### config.mk
export PLATFORM = sky130hd
export DESIGN_NAME = vedic_mac_pipe
export DESIGN_NICKNAME = d
export VERILOG_FILES = /design/src/rtl/vedic_mac_pipe.sv
export SDC_FILE = /design/constraint.sdc
export NUM_CORES = 1
export LEC_CHECK = 0
export ABC_AREA = 1
export BUFFER_PORTS_ARGS = -buffer_cell sky130_fd_sc_hd__buf_2
export CAP_MARGIN = 20
export CORE_MARGIN = 5
export CORE_UTILIZATION = 35
export CTS_CLUSTER_SIZE = 25
export DETAILED_ROUTE_END_ITERATION = 7
export RECOVER_POWER = 100
export SETUP_SLACK_MARGIN = 0.2
export SLEW_MARGIN = 20
export SYNTH_ARGS = -nofsm -noshare
export SYNTH_HDL_FRONTEND = slang
export SYNTH_SLANG_ARGS = --single-unit
### constraint.sdc
create_clock -name clk -period 8.9 [get_ports clk]
set_input_delay 1.78 -clock clk [delete_from_list [all_inputs] [get_ports clk]]
set_output_delay 1.78 -clock clk [all_outputs]
set_load 0.01 [all_outputs]
### src/rtl/vedic_mac_pipe.sv
// Recursive unsigned Vedic multiplier: four half-width sub-products combined crosswise.
// Latency: combinational. Backpressure: none, pure logic.
// Recursion bottoms out at a 2x2 Vedic cell (or a single AND gate for 1-bit halves).
module vedic_mul #(
    parameter int W = 2
) (
    input  logic [W-1:0]   a,
    input  logic [W-1:0]   b,
    output logic [2*W-1:0] p
);
    generate
        if (W == 1) begin : g_bit
            assign p = {1'b0, a & b};
        end else if (W == 2) begin : g_cell
            logic cross_lo, cross_hi, carry, top;
            assign cross_lo = a[1] & b[0];
            assign cross_hi = a[0] & b[1];
            assign carry    = cross_lo & cross_hi;
            assign top      = a[1] & b[1];
            assign p[0]     = a[0] & b[0];
            assign p[1]     = cross_lo ^ cross_hi;
            assign p[2]     = top ^ carry;
            assign p[3]     = top & carry;
        end else begin : g_rec
            localparam int H = W / 2;
            logic [W-1:0]   ll, hl, lh, hh;
            logic [2*W-1:0] mid;
            vedic_mul #(.W(H)) u_ll (.a(a[H-1:0]), .b(b[H-1:0]), .p(ll));
            vedic_mul #(.W(H)) u_hl (.a(a[W-1:H]), .b(b[H-1:0]), .p(hl));
            vedic_mul #(.W(H)) u_lh (.a(a[H-1:0]), .b(b[W-1:H]), .p(lh));
            vedic_mul #(.W(H)) u_hh (.a(a[W-1:H]), .b(b[W-1:H]), .p(hh));
            assign mid = (2*W)'(hl) + (2*W)'(lh);
            assign p   = {hh, ll} + (mid << H);
        end
    endgenerate
endmodule

// Pipelined unsigned Vedic multiply-accumulate with saturating, sticky-flag accumulator.
// Latency: 3 registered stages (operands, sub-products, accumulator); one beat per cycle.
// Backpressure: all stages freeze while the result stage holds an unconsumed beat.
module vedic_mac_pipe #(
    parameter int WIDTH = 8,
    parameter int ACC_W = 2*WIDTH+4
) (
    input  logic             clk,
    input  logic             rst_n,
    input  logic             in_valid,
    output logic             in_ready,
    input  logic [WIDTH-1:0] a,
    input  logic [WIDTH-1:0] b,
    input  logic             acc_en,
    input  logic             clr,
    output logic             out_valid,
    input  logic             out_ready,
    output logic [ACC_W-1:0] out_data,
    output logic             sat
);
    localparam int H = WIDTH / 2;

    typedef struct packed {
        logic             vld;
        logic             acc_en;
        logic [WIDTH-1:0] a;
        logic [WIDTH-1:0] b;
    } op_t;

    typedef struct packed {
        logic             vld;
        logic             acc_en;
        logic [WIDTH-1:0] ll;
        logic [WIDTH-1:0] hl;
        logic [WIDTH-1:0] lh;
        logic [WIDTH-1:0] hh;
    } sub_t;

    op_t              s1_q;
    sub_t             s2_q;
    logic             s3_vld;
    logic [ACC_W-1:0] acc;
    logic             sat_q;
    logic             en;
    logic             cap;

    logic [WIDTH-1:0]   ll_c, hl_c, lh_c, hh_c;
    logic [2*WIDTH-1:0] mid, prod;
    logic [ACC_W-1:0]   acc_base, acc_nxt;
    logic               sat_base, sat_nxt;
    logic [ACC_W:0]     sum;

    assign en  = !s3_vld || out_ready;
    assign cap = en && s2_q.vld;

    vedic_mul #(.W(H)) u_ll (.a(s1_q.a[H-1:0]),     .b(s1_q.b[H-1:0]),     .p(ll_c));
    vedic_mul #(.W(H)) u_hl (.a(s1_q.a[WIDTH-1:H]), .b(s1_q.b[H-1:0]),     .p(hl_c));
    vedic_mul #(.W(H)) u_lh (.a(s1_q.a[H-1:0]),     .b(s1_q.b[WIDTH-1:H]), .p(lh_c));
    vedic_mul #(.W(H)) u_hh (.a(s1_q.a[WIDTH-1:H]), .b(s1_q.b[WIDTH-1:H]), .p(hh_c));

    always_ff @(posedge clk or negedge rst_n) begin
        if (!rst_n) begin
            s1_q <= '0;
            s2_q <= '0;
        end else if (en) begin
            s1_q.vld <= in_valid;
            if (in_valid) begin
                s1_q.acc_en <= acc_en;
                s1_q.a      <= a;
                s1_q.b      <= b;
            end
            s2_q.vld <= s1_q.vld;
            if (s1_q.vld) begin
                s2_q.acc_en <= s1_q.acc_en;
                s2_q.ll     <= ll_c;
                s2_q.hl     <= hl_c;
                s2_q.lh     <= lh_c;
                s2_q.hh     <= hh_c;
            end
        end
    end

    assign mid  = (2*WIDTH)'(s2_q.hl) + (2*WIDTH)'(s2_q.lh);
    assign prod = {s2_q.hh, s2_q.ll} + (mid << H);

    // A clear coinciding with a capture wipes the old value before the beat lands.
    assign acc_base = clr ? '0 : acc;
    assign sat_base = clr ? 1'b0 : sat_q;
    assign sum      = {1'b0, acc_base} + (ACC_W+1)'(prod);

    always_comb begin
        acc_nxt = ACC_W'(prod);
        sat_nxt = sat_base;
        if (s2_q.acc_en) begin
            if (sum[ACC_W]) begin
                acc_nxt = '1;
                sat_nxt = 1'b1;
            end else begin
                acc_nxt = sum[ACC_W-1:0];
            end
        end
    end

    always_ff @(posedge clk or negedge rst_n) begin
        if (!rst_n) begin
            s3_vld <= 1'b0;
            acc    <= '0;
            sat_q  <= 1'b0;
        end else begin
            if (en) s3_vld <= s2_q.vld;
            if (cap) begin
                acc   <= acc_nxt;
                sat_q <= sat_nxt;
            end else if (clr) begin
                acc   <= '0;
                sat_q <= 1'b0;
            end
        end
    end

    assign in_ready  = en;
    assign out_valid = s3_vld;
    assign out_data  = acc;
    assign sat       = sat_q;
endmodule

* Yosys cells after proc, flatten, opt, wreduce, memory -nomap -nowiden
Index checks and enable logic that the tools add are counted.
** Operators by class
- $add $sub $neg :: 11
- Multipliers :: 0
- Divide/modulo/power cells :: 0
- Order comparisons :: 0
- Eq/ne operators :: 0
- Shifts and indexed selects :: 0
- Mux-type cells :: 8
- Bitwise gates (word level) :: 128
- Reduce and logical (&&, ||, !) cells :: 5
** Operator list (count)
- bitwise AND 1 bit :: 96
- 2-to-1 mux 20 bit :: 4
- adder 8 bit :: 4
- XOR 1 bit :: 32
- adder 20 x 16 -> 21 bit :: 1
- adder 4 x 4 -> 5 bit :: 4
- adder 16 x 13 -> 16 bit :: 1
- adder 8 x 8 -> 9 bit :: 1
- 2-to-1 mux 1 bit :: 4
- AND reduction 2 bit :: 2
- logical AND 1 bit :: 1
- zero test 1 bit :: 1
- logical OR 1 bit :: 1
** Storage, ports and cells
- Flip-flop bits (word level) :: 74
- Bits in latches :: 0
- RAM bits :: 0
- Memory bits (read-only) :: 0
- Input port bits :: 22
- Output and inout port bits :: 23
- Logic and storage cells :: 165
- Memories kept :: 0

* Longest topological paths before layout
Gate-level depths: netlist of the first run.
- Depth after elaboration :: 6
- Depth in mapped cells :: 31
- Mapped depth without buffers :: 31

* Modules after synthesis
Synthesis of the first run repeated with hierarchy kept, for this count alone.
** Second synthesis, totals
- Cells, all modules :: 1054
- Area, all modules :: 7536.0 um2
** By module, submodules not included
- vedic_mac_pipe :: times used 1, cells each 714, area an instance 5351.4 um2, sequential area each 1851.8 um2
- vedic_mul (u_hh ...) :: times used 3, cells each 45, area an instance 326.6 um2, sequential area each 0.0 um2
- vedic_mul (u_hh.g_rec.u_hh ...) :: times used 16, cells each 10, area an instance 55.1 um2, sequential area each 0.0 um2
- vedic_mul (u_ll) :: times used 1, cells each 45, area an instance 324.1 um2, sequential area each 0.0 um2

* Worst setup path before layout of the first run
OpenSTA, ideal clock, no wires.
- Path type :: register to register
- Start :: reg s2_q[8] (netlist bit)
- End :: reg acc[0] (netlist: out_data[0])
- Library setup time :: 0.118 ns
- Data arrival time :: 3.816 ns
- Required time :: 8.782 ns
- Slack :: 4.966 ns
- Stages on the path, launching flop included :: 32
- Path buffers :: 0
- Period minus slack after synthesis :: 3.934 ns
- Cell sequence :: dfrtp_1 -> ha_1 -> inv_1 -> fa_1 -> o21ai_0 -> nand2_1 -> nand2_1 -> a21oi_1 -> nor2_1 -> o21ai_0 -> nand2_1 -> ha_1 -> nand2_1 -> inv_1 -> a21boi_0 -> nand3_1 -> nand2_1 -> inv_1 -> or2_2 -> ha_1 -> nand2_2 -> inv_2 -> nand2_1 -> inv_1 -> nand2_2 -> inv_1 -> nand2_2 -> nand2_2 -> nor2_4 -> nand2_4 -> o21bai_1 -> inv_1
** Between the ends
- Longest elaborated chain between the ends :: 6
** Ends and longest elaborated chain
- from (decl) :: RTL line 77 : sub_t s2_q;
- adder 8 x 8 -> 9 bit :: RTL line 120 : assign mid = (2*WIDTH)'(s2_q.hl) + (2*WIDTH)'(s2_q.lh);
- adder 16 x 13 -> 16 bit :: RTL line 121 : assign prod = {s2_q.hh, s2_q.ll} + (mid << H);
- adder 20 x 16 -> 21 bit :: RTL line 126 : assign sum = {1'b0, acc_base} + (ACC_W+1)'(prod);
- 2-to-1 mux 20 bit :: RTL line 132 : if (sum[ACC_W]) begin
- 2-to-1 mux 20 bit :: RTL line 131 : if (s2_q.acc_en) begin
- 2-to-1 mux 20 bit :: RTL line 148 : if (cap) begin
- to (signal assigned) :: RTL line 149 : acc <= acc_nxt;
- to (decl) :: RTL line 79 : logic [ACC_W-1:0] acc;
No other way between the ends.
A chain may end at the register's enable or synchronous reset.

* Final worst setup path of the first run
- Start :: reg s2_q[8] (netlist bit)
- End :: reg acc[4] (netlist: out_data[4])
** Between the ends
- Longest elaborated chain between the ends :: 6
** Ends and longest elaborated chain (RTL line)
- adder 8 x 8 -> 9 bit * :: 120
- adder 16 x 13 -> 16 bit * :: 121
- adder 20 x 16 -> 21 bit :: 126
- 2-to-1 mux 20 bit :: 132
- 2-to-1 mux 20 bit * :: 131
- 2-to-1 mux 20 bit * :: 148
Every way passes the cells marked *; elsewhere a longest branch is shown, timed or not.

==> flow_metrics.py, run 1 <==
metrics = {
    "layout": {
        "ff_latch_area_sq_mm": 0.00185,
        "antenna-diode-count": 0,
        "synthToLayoutAreaGrowth_pct": 9.98,
        "area_of_the_multi_input_gates_sq_mm": 0.00451,
        "drive_above_1_share_pct": 6.60,
        "num-fill-cells": 2176,
        "finalNetCount": 1176,
    },
    "clocking": {
        "cts.sinks": 74,
        "clock_tree.htree_level_count": 3,
        "cts_made_buffers": 9,
        "clock_tree_from_tritoncts": "done",
        "ctsResizeCount": 0,
        "holdBufCountCts": 0,
        "postCtsSetupRepairBufs": 0,
        "cts.reportedPaths.clkPinSlew_ps": 60,
        "cts_root_buf": "sky130_fd_sc_hd__clkbuf_16",
        "worst_case_clock_buffer_depth": 2,
        "clock_latency_ps": 350,
    },
    "worst_setup_path": {
        "rr_endpoint": "out_data[4]$_DFF_PN0_",
        "cp_slowest_cell": "sky130_fd_sc_hd__nor2_1",
        "setup.worst_path.start_class": "flip-flop",
        "critPathRequiredTime_ps": 9130,
        "critical_path_arrival_ps": 5230,
        "r2r_setup_slack_ps": 3900,
        "cp_common_cell": "sky130_fd_sc_hd__nand2_1",
        "path_class": "reg2reg",
        "cpPeakStageDelay_ps": 410,
        "worst_setup_path_end_kind": "flip-flop",
        "cp_max_fo": 7,
        "worst_r2r_path_depth": 31,
        "worst_r2r_startpoint": "s2_q[8]$_DFFE_PN0P_",
    },
    "global_route": {
        "antenna_violations_before_repair": 0,
        "grt_util_all_layers_pct": 15.0,
        "grt_remaining_overflow": 0,
        "grt_start_max_net_pins": 55,
        "number_of_global_route_vias_before_repair": 6006,
        "grt_pass1_wl_um": 29000,
    },
    "detailed_routing": {
        "detailedRoute.firstPassIterationCount": 7,
        "detail_route.drc_violations": 0,
        "detail_route.wirelength_um": 17100,
        "antenna_left": 0,
        "detail_route.iter0.violations": 312,
        "avgViaCountPerCell": 4.66,
        "routed_wire_length_per_instance_um": 13.0,
        "detailroute.via_count": 6126,
    },
    "sta": {
        "timing.slew.headroom_pct": -92.1,
        "tightestPinTransition_ps": 2880,
        "report.final.hold_viol_count": 0,
        "layout_min_cycle_time_ps": 5000,
        "largest_clock_skew_in_the_final_design_ps": 7.77,
        "rsz0062_at_grt": "no",
        "fin_hold_ws_ps": 464,
        "fmax_mhz": 200,
        "setup_viol": 0,
        "total_count_of_max_transition_violations_in_the_final_report": 84,
        "final_min_period_over_clock_period_pct": 56.2,
        "tns_ps": 0,
    },
    "yosys": {
        "post_synth_net_total": 1147,
        "netlist_instances": 1011,
        "number_of_warnings_issued_by_yosys": 0,
        "synth_cell_types": 36,
        "syn_area_per_cell_sq_um": 7.08,
        "synth_seq_cells": 74,
        "seq_area_frac_synth_pct": 25.9,
        "synthesis.area_sq_mm": 0.00716,
    },
    "floorplan": {
        "die_area_sq_mm": 0.0234,
        "die_width_um": 153,
        "floorplan.initialDensity_pct": 35.5,
        "floorplan.rows": 52,
        "die_height_um": 153,
        "top_level_ports": 45,
        "core_area_sq_mm": 0.0202,
    },
    "hold_path": {
        "whs_path_depth": 2,
        "hold_start": "s2_q[33]$_DFFE_PN0N_",
        "min_path_type": "reg2reg",
        "hold-path-endpoint": "out_valid$_DFFE_PN0N_",
    },
    "place": {
        "globalplace.congestion": 0.906,
        "port_buffers": 44,
        "detailed_place_hpwl_um": 13400,
    },
    "run_status": {
        "status": "finished with violations",
        "violations": "capacitance limit, slew limit",
    },
    "flow_run": {
        "max-cap-violations": 2,
    },
}
-- placed cells by master, fill, tap and decap left out, types with 11 or more instances in the layout --
| cell type | n |
|---|---|
| sky130_fd_sc_hd__a21oi_1 | 41 |
| sky130_fd_sc_hd__buf_2 | 20 |
| sky130_fd_sc_hd__clkbuf_1 | 25 |
| sky130_fd_sc_hd__dfrtp_1 | 74 |
| sky130_fd_sc_hd__fa_1 | 11 |
| sky130_fd_sc_hd__ha_1 | 103 |
| sky130_fd_sc_hd__inv_1 | 168 |
| sky130_fd_sc_hd__mux2_2 | 17 |
| sky130_fd_sc_hd__nand2_1 | 307 |
| sky130_fd_sc_hd__nand3_1 | 71 |
| sky130_fd_sc_hd__nor2_1 | 61 |
| sky130_fd_sc_hd__o21ai_0 | 35 |
| sky130_fd_sc_hd__xnor2_1 | 17 |
| sky130_fd_sc_hd__xor2_1 | 23 |
-- stage by stage --
stage / utilization, % / setup slack, ps / instances / cell area [sq um]
floorplan: - / 4970 / 1011 / 7160
global placement: 37.8 / 4590 / 1299 / 7620
detailed placement: 37.8 / 4440 / 1299 / 7620
CTS: 39.4 / 4430 / 1315 / 7940
global route: 39.0 / 3000 / 1315 / 7870
finish: 39.0 / 3900 / 1315 / 7870
-- layout make-up --
| cell class | instances | area share (%) |
|---|---|---|
| Clock inverter | 7 | 1.26 |
| Timing Repair Buffer | 46 | 2.56 |
| Inverter | 172 | 8.20 |
| Multi-Input combinational cell | 737 | 57.3 |
| Sequential cell | 74 | 23.5 |
| Clock buffer | 9 | 2.86 |
| Tap cell | 270 | 4.29 |
-- layer usage --
| metal | global-route usage (%) | up-vias | wire, um |
|---|---|---|---|
| li1 | - | 3245 | - |
| met1 | 19.8 | 2702 | 8070 |
| met2 | 24.8 | 149 | 7780 |
| met3 | 2.71 | 30 | 903 |
| met4 | 5.13 | 0 | 340 |
| met5 | 0 | - | 0 |
-- state kept, by name (all words and copies together), names as in the netlist --
signal     count
s2_q          34
out_data      20
s1_q          18
out_valid      1
sat            1
-- worst max path at each step --
stage                     depth (start not counted)                start                endpoint
final                                            31  s2_q[8]$_DFFE_PN0P_   out_data[4]$_DFF_PN0_
after global routing                              2                rst_n     s2_q[4]$_DFFE_PN0P_
after CTS                                        31  s2_q[8]$_DFFE_PN0P_   out_data[4]$_DFF_PN0_
after detailed placement                         31  s2_q[8]$_DFFE_PN0P_   out_data[4]$_DFF_PN0_
after global placement                           31  s2_q[8]$_DFFE_PN0P_  out_data[13]$_DFF_PN0_
after floorplan                                  31  s2_q[8]$_DFFE_PN0P_   out_data[0]$_DFF_PN0_
-- cells by family after synthesis --
group,share of synthesized area (%)
buf+inv,10.6
xor+xnor,4.89
compound gates,7.69
mux,2.67
flops,25.9
simple gates,27.2
fa+ha+maj,21.1
-- worst max-delay path, delay by kind of cell, from the launching register on --
| family | cells | cell delay, ps |
|---|---|---|
| and+or+nand+nor | 15 | 2090 |
| adders and majority gates | 4 | 1220 |
| AOI/OAI and AO/OA | 5 | 840 |
| buffers and inverters | 7 | 370 |
| DFF | 1 | 360 |
-- synthesized netlist by cell type --
library cell | instances | share of area (%)
sky130_fd_sc_hd__nor2_4 | 1 | 0.16
sky130_fd_sc_hd__nand2_2 | 7 | 0.61
sky130_fd_sc_hd__a22oi_1 | 1 | 0.10
sky130_fd_sc_hd__dfrtp_1 | 74 | 26
sky130_fd_sc_hd__o22ai_1 | 8 | 0.70
sky130_fd_sc_hd__nand2_4 | 1 | 0.16
sky130_fd_sc_hd__xor2_1 | 23 | 2.8
sky130_fd_sc_hd__o21ai_0 | 34 | 2.4
sky130_fd_sc_hd__nor3_2 | 1 | 0.14
sky130_fd_sc_hd__nand4_1 | 5 | 0.44
sky130_fd_sc_hd__o211ai_1 | 1 | 0.10
sky130_fd_sc_hd__inv_1 | 168 | 8.8
sky130_fd_sc_hd__inv_2 | 4 | 0.21
sky130_fd_sc_hd__nand3_2 | 2 | 0.28
sky130_fd_sc_hd__nor2_2 | 6 | 0.52
sky130_fd_sc_hd__a21oi_2 | 1 | 0.12
sky130_fd_sc_hd__xnor2_1 | 17 | 2.1
sky130_fd_sc_hd__nand2_1 | 302 | 16
sky130_fd_sc_hd__clkbuf_1 | 25 | 1.3
sky130_fd_sc_hd__ha_1 | 103 | 18
sky130_fd_sc_hd__nand3b_1 | 4 | 0.42
sky130_fd_sc_hd__nor2_1 | 59 | 3.1
sky130_fd_sc_hd__and2_1 | 1 | 0.087
sky130_fd_sc_hd__o21a_1 | 1 | 0.10
sky130_fd_sc_hd__buf_4 | 3 | 0.31
sky130_fd_sc_hd__a21oi_1 | 41 | 2.9
sky130_fd_sc_hd__o21ai_1 | 1 | 0.070
sky130_fd_sc_hd__a21boi_0 | 1 | 0.10
sky130_fd_sc_hd__nor3_1 | 5 | 0.35
sky130_fd_sc_hd__nand3_1 | 70 | 4.9
sky130_fd_sc_hd__fa_1 | 11 | 3.1
sky130_fd_sc_hd__mux2_2 | 17 | 2.7
sky130_fd_sc_hd__o21bai_1 | 10 | 1.0
sky130_fd_sc_hd__or2_2 | 1 | 0.087
sky130_fd_sc_hd__a31oi_1 | 1 | 0.087
sky130_fd_sc_hd__nor4_1 | 1 | 0.087
Power of run 1 is not shown: default switching activity piles up to over one toggle a cycle in this logic, so the estimate is an artifact.
==> run 2: changes to the inputs <==
ABC_AREA = 0   (was 1)
clock period = 4.5 ns   (was 8.9 ns; I/O delays follow)
==> run 2 against run 1 <==
The flow still finishes with violations (capacitance limit, slew limit). Worst hold slack improved by 25 ps. Sequential share of layout area rose by 1.0 points. Register-to-register slack got worse by 3900 ps. Setup slack got worse by 3900 ps. Sequential cell count did not move. First-iteration DRC count fell by 16%. Cell area fell by 4.1%. Via count fell by 21%.
==> flow_metrics.py, run 2 <==
metrics = {
    "run_status": {
        "status": "finished with violations",
        "violations": "capacitance limit, slew limit",
    },
    "layout": {
        "synthToLayoutAreaGrowth_pct": 17.5,
        "num-fill-cells": 1816,
        "antenna-diode-count": 0,
        "finalNetCount": 871,
        "drive_above_1_share_pct": 18.5,
        "final_core_utilization_pct": 41.9,
        "layout.cells.most_common": "sky130_fd_sc_hd__ha_1",
        "area_of_the_multi_input_gates_sq_mm": 0.00457,
        "most-common-layout-cells": "sky130_fd_sc_hd__ha_1 (98), sky130_fd_sc_hd__dfrtp_1 (74), sky130_fd_sc_hd__and2_1 (61)",
        "ff_latch_area_sq_mm": 0.00185,
        "top_register": "s2_q",
        "largest_register_ffs": 34,
        "design_area_sq_mm": 0.00755,
    },
    "clocking": {
        "holdBufCountCts": 0,
        "cts.reportedPaths.clkPinSlew_ps": 60,
        "clock_tree_from_tritoncts": "done",
        "cts.sinks": 74,
        "worst_case_clock_buffer_depth": 2,
        "cts_root_buf": "sky130_fd_sc_hd__clkbuf_16",
        "clock_tree.htree_level_count": 3,
        "cts_made_buffers": 9,
        "clock_latency_ps": 340,
    },
    "floorplan": {
        "floorplan.rows": 49,
        "die_area_sq_mm": 0.0212,
        "floorplan.initialDensity_pct": 35.7,
        "die_height_um": 146,
        "die_width_um": 146,
        "core_area_sq_mm": 0.0180,
        "top_level_ports": 45,
    },
    "detailed_routing": {
        "avgViaCountPerCell": 5.00,
        "detail_route.drc_violations": 0,
        "antenna_left": 0,
        "detailroute.via_count": 4842,
        "detail_route.iter0.violations": 262,
        "detailedRoute.firstPassIterationCount": 6,
        "detail_route.wirelength_um": 14200,
        "routed_wire_length_per_instance_um": 14.7,
    },
    "yosys": {
        "netlist_top_cells_count": "sky130_fd_sc_hd__ha_1 (103), sky130_fd_sc_hd__dfrtp_1 (74), sky130_fd_sc_hd__and2_1 (62)",
        "syn_area_per_cell_sq_um": 9.71,
        "synth_top_area_cell": "sky130_fd_sc_hd__dfrtp_1",
        "async_reset_ff_share_pct": 100,
        "xor_xnor_cell_area_share_of_the_yosys_netlist_pct": 6.68,
        "netlist_instances": 662,
        "dominant_combinational_cell_family_by_area_after_synthesis": "adder cells",
        "seq_area_frac_synth_pct": 28.8,
        "synth_cell_types": 54,
        "synth_seq_cells": 74,
        "synth_top_cells_by_area": "sky130_fd_sc_hd__dfrtp_1 (29%), sky130_fd_sc_hd__ha_1 (20%), sky130_fd_sc_hd__and2_1 (6.0%)",
        "yosys.area_share.simple_pct": 14.9,
        "synth.area.mux_share_pct": 5.59,
        "yosysTopAreaCellShare_pct": 28.8,
        "number_of_warnings_issued_by_yosys": 0,
        "synthesis.area_sq_mm": 0.00643,
        "synthMostInstantiatedCell": "sky130_fd_sc_hd__ha_1",
        "post_synthesis_compound_gate_area_fraction_pct": 18.3,
        "synth_ff_type": "sky130_fd_sc_hd__dfrtp_1",
        "post_synth_net_total": 798,
        "synth_edf_count": 0,
        "synth_adder_area_share_pct": 23.5,
    },
    "worst_setup_path": {
        "critical_path_arrival_ps": 4690,
        "path_class": "reg2reg",
        "cp_max_fo": 8,
        "critPathRequiredTime_ps": 4720,
        "setup.worst_path.start_class": "flip-flop",
        "worst_setup_path_end_kind": "flip-flop",
    },
    "place": {
        "dpl-instance-area_sq_mm": 0.00706,
        "detailed_place_hpwl_um": 10700,
        "globalplace.congestion": 0.840,
        "port_buffers": 44,
        "dp_worst_setup_slack_ps": -27.5,
    },
    "global_route": {
        "globalRoute.busiestLayer": "met2",
        "global_route.usage.met2_pct": 22.1,
        "grt_pass1_wl_um": 24500,
        "grtUsageMet3_pct": 3.24,
        "use_met1_pct": 19.1,
        "grt_remaining_overflow": 0,
        "grt_util_all_layers_pct": 13.8,
        "grt_start_max_net_pins": 75,
        "antenna_violations_before_repair": 0,
        "number_of_global_route_vias_before_repair": 4921,
    },
    "sta": {
        "fmax_mhz": 224,
        "largest_clock_skew_in_the_final_design_ps": 6.99,
        "fin_hold_ws_ps": 489,
        "report.final.hold_viol_count": 0,
        "setup_viol": 0,
        "tightestPinTransition_ps": 2060,
        "layout_min_cycle_time_ps": 4470,
        "total_count_of_max_transition_violations_in_the_final_report": 129,
        "timing.slew.headroom_pct": -37.3,
        "rsz0062_at_grt": "yes",
        "final_min_period_over_clock_period_pct": 99.3,
        "worst_slack_ps": 31.1,
    },
    "flow_run": {
        "max-cap-violations": 2,
    },
    "hold_path": {
        "min_path_type": "reg2reg",
    },
}
==> run 2: changes by cell type in the layout (fill, tap and decap cells not counted), moves of 6 or more <==
cell / delta
sky130_fd_sc_hd__nor2b_1: +21
sky130_fd_sc_hd__buf_4: +31
sky130_fd_sc_hd__nand3_1: -63
sky130_fd_sc_hd__nand2_1: -264
sky130_fd_sc_hd__a21oi_1: -11
sky130_fd_sc_hd__xnor2_1: +7
sky130_fd_sc_hd__mux2_2: +13
sky130_fd_sc_hd__o211ai_1: +6
sky130_fd_sc_hd__inv_1: -150
sky130_fd_sc_hd__and2_1: +60
sky130_fd_sc_hd__a21o_1: +43
sky130_fd_sc_hd__o21bai_1: -9
sky130_fd_sc_hd__nor2_1: -38
==> run 2: layer usage <==
metal / part of all wire [%] / vias to the layer above
met4: 0.70 / 0
met2: 45 / 61
li1: - / 2513
met5: 0 / -
met3: 3.6 / 7
met1: 50 / 2261
==> run 2: layout make-up <==
class                   count  share of cell area (%)
clock buffers              10                    3.16
flip-flops and latches     74                    24.5
clock inverters             6                   0.878
repair buffers             79                    6.18
well taps                 229                    3.79
inverters                  19                   0.944
multi-input cells         552                    60.5
==> run 2: kinds of logic (layout without fill, tap and decap cells) <==
family,after synthesis,in the layout
AO/OA/AOI/OAI,177,177
XOR/XNOR,49,49
adder cells (fa/ha/maj),114,114
buffers and inverters,36,114
flip-flops,74,74
multiplexers,32,32
AND/OR/NAND/NOR,180,180
==> run 2: timing repair <==
| action | 4_1_cts | 5_1_grt |
|---|---|---|
| setup endpoints to repair | 21 | 21 |
| buffers inserted | 7 | 5 |
| gates resized for setup | 14 | 11 |
| pin swaps | 29 | 11 |
==> run 2: path summary, 6_finish.rpt <==
kind	from	end	slack [ps]	cells after the start
setup / recovery	s2_q[16]$_DFFE_PN0P_	out_data[4]$_DFF_PN0_	30	24
hold / removal	s2_q[33]$_DFFE_PN0N_	out_valid$_DFFE_PN0N_	490	2
setup reg to reg	s2_q[16]$_DFFE_PN0P_	out_data[4]$_DFF_PN0_	30	24
hold reg to reg	s2_q[33]$_DFFE_PN0N_	out_valid$_DFFE_PN0N_	490	2
max in group asynchronous	rst_n	s1_q[0]$_DFFE_PN0P_	2270	1
min in group asynchronous	rst_n	s2_q[6]$_DFFE_PN0P_	1080	1
==> run 2: critical path, cell delays in order, from the launching register on <==
cell                       delay, ps
sky130_fd_sc_hd__dfrtp_1         360
sky130_fd_sc_hd__ha_2            190
sky130_fd_sc_hd__inv_2            40
sky130_fd_sc_hd__fa_2            330
sky130_fd_sc_hd__nor2b_1         120
sky130_fd_sc_hd__o21ai_1          80
sky130_fd_sc_hd__a21boi_1        180
sky130_fd_sc_hd__o21ai_1          80
sky130_fd_sc_hd__nand2b_1        130
sky130_fd_sc_hd__xor2_2           90
sky130_fd_sc_hd__ha_2            180
sky130_fd_sc_hd__or3_4           360
sky130_fd_sc_hd__o211ai_1         80
sky130_fd_sc_hd__a21oi_1          80
sky130_fd_sc_hd__o21a_1          190
sky130_fd_sc_hd__o21a_1          200
sky130_fd_sc_hd__xor2_2          200
sky130_fd_sc_hd__ha_4            250
sky130_fd_sc_hd__or3_1           320
sky130_fd_sc_hd__o211ai_1        110
sky130_fd_sc_hd__o211ai_2        180
sky130_fd_sc_hd__nand2_2         160
sky130_fd_sc_hd__buf_12          140
sky130_fd_sc_hd__a21oi_2          50
sky130_fd_sc_hd__mux2_4          250
==> run 2: stage by stage <==
stage                     TNS, ps  instances
final                           0        969
after global routing        -4660        969
after CTS                       0        964
after detailed placement     -147        941
after global placement      -4.34        941
after floorplan                 0        662
Power of run 2 is left out for the same reason.
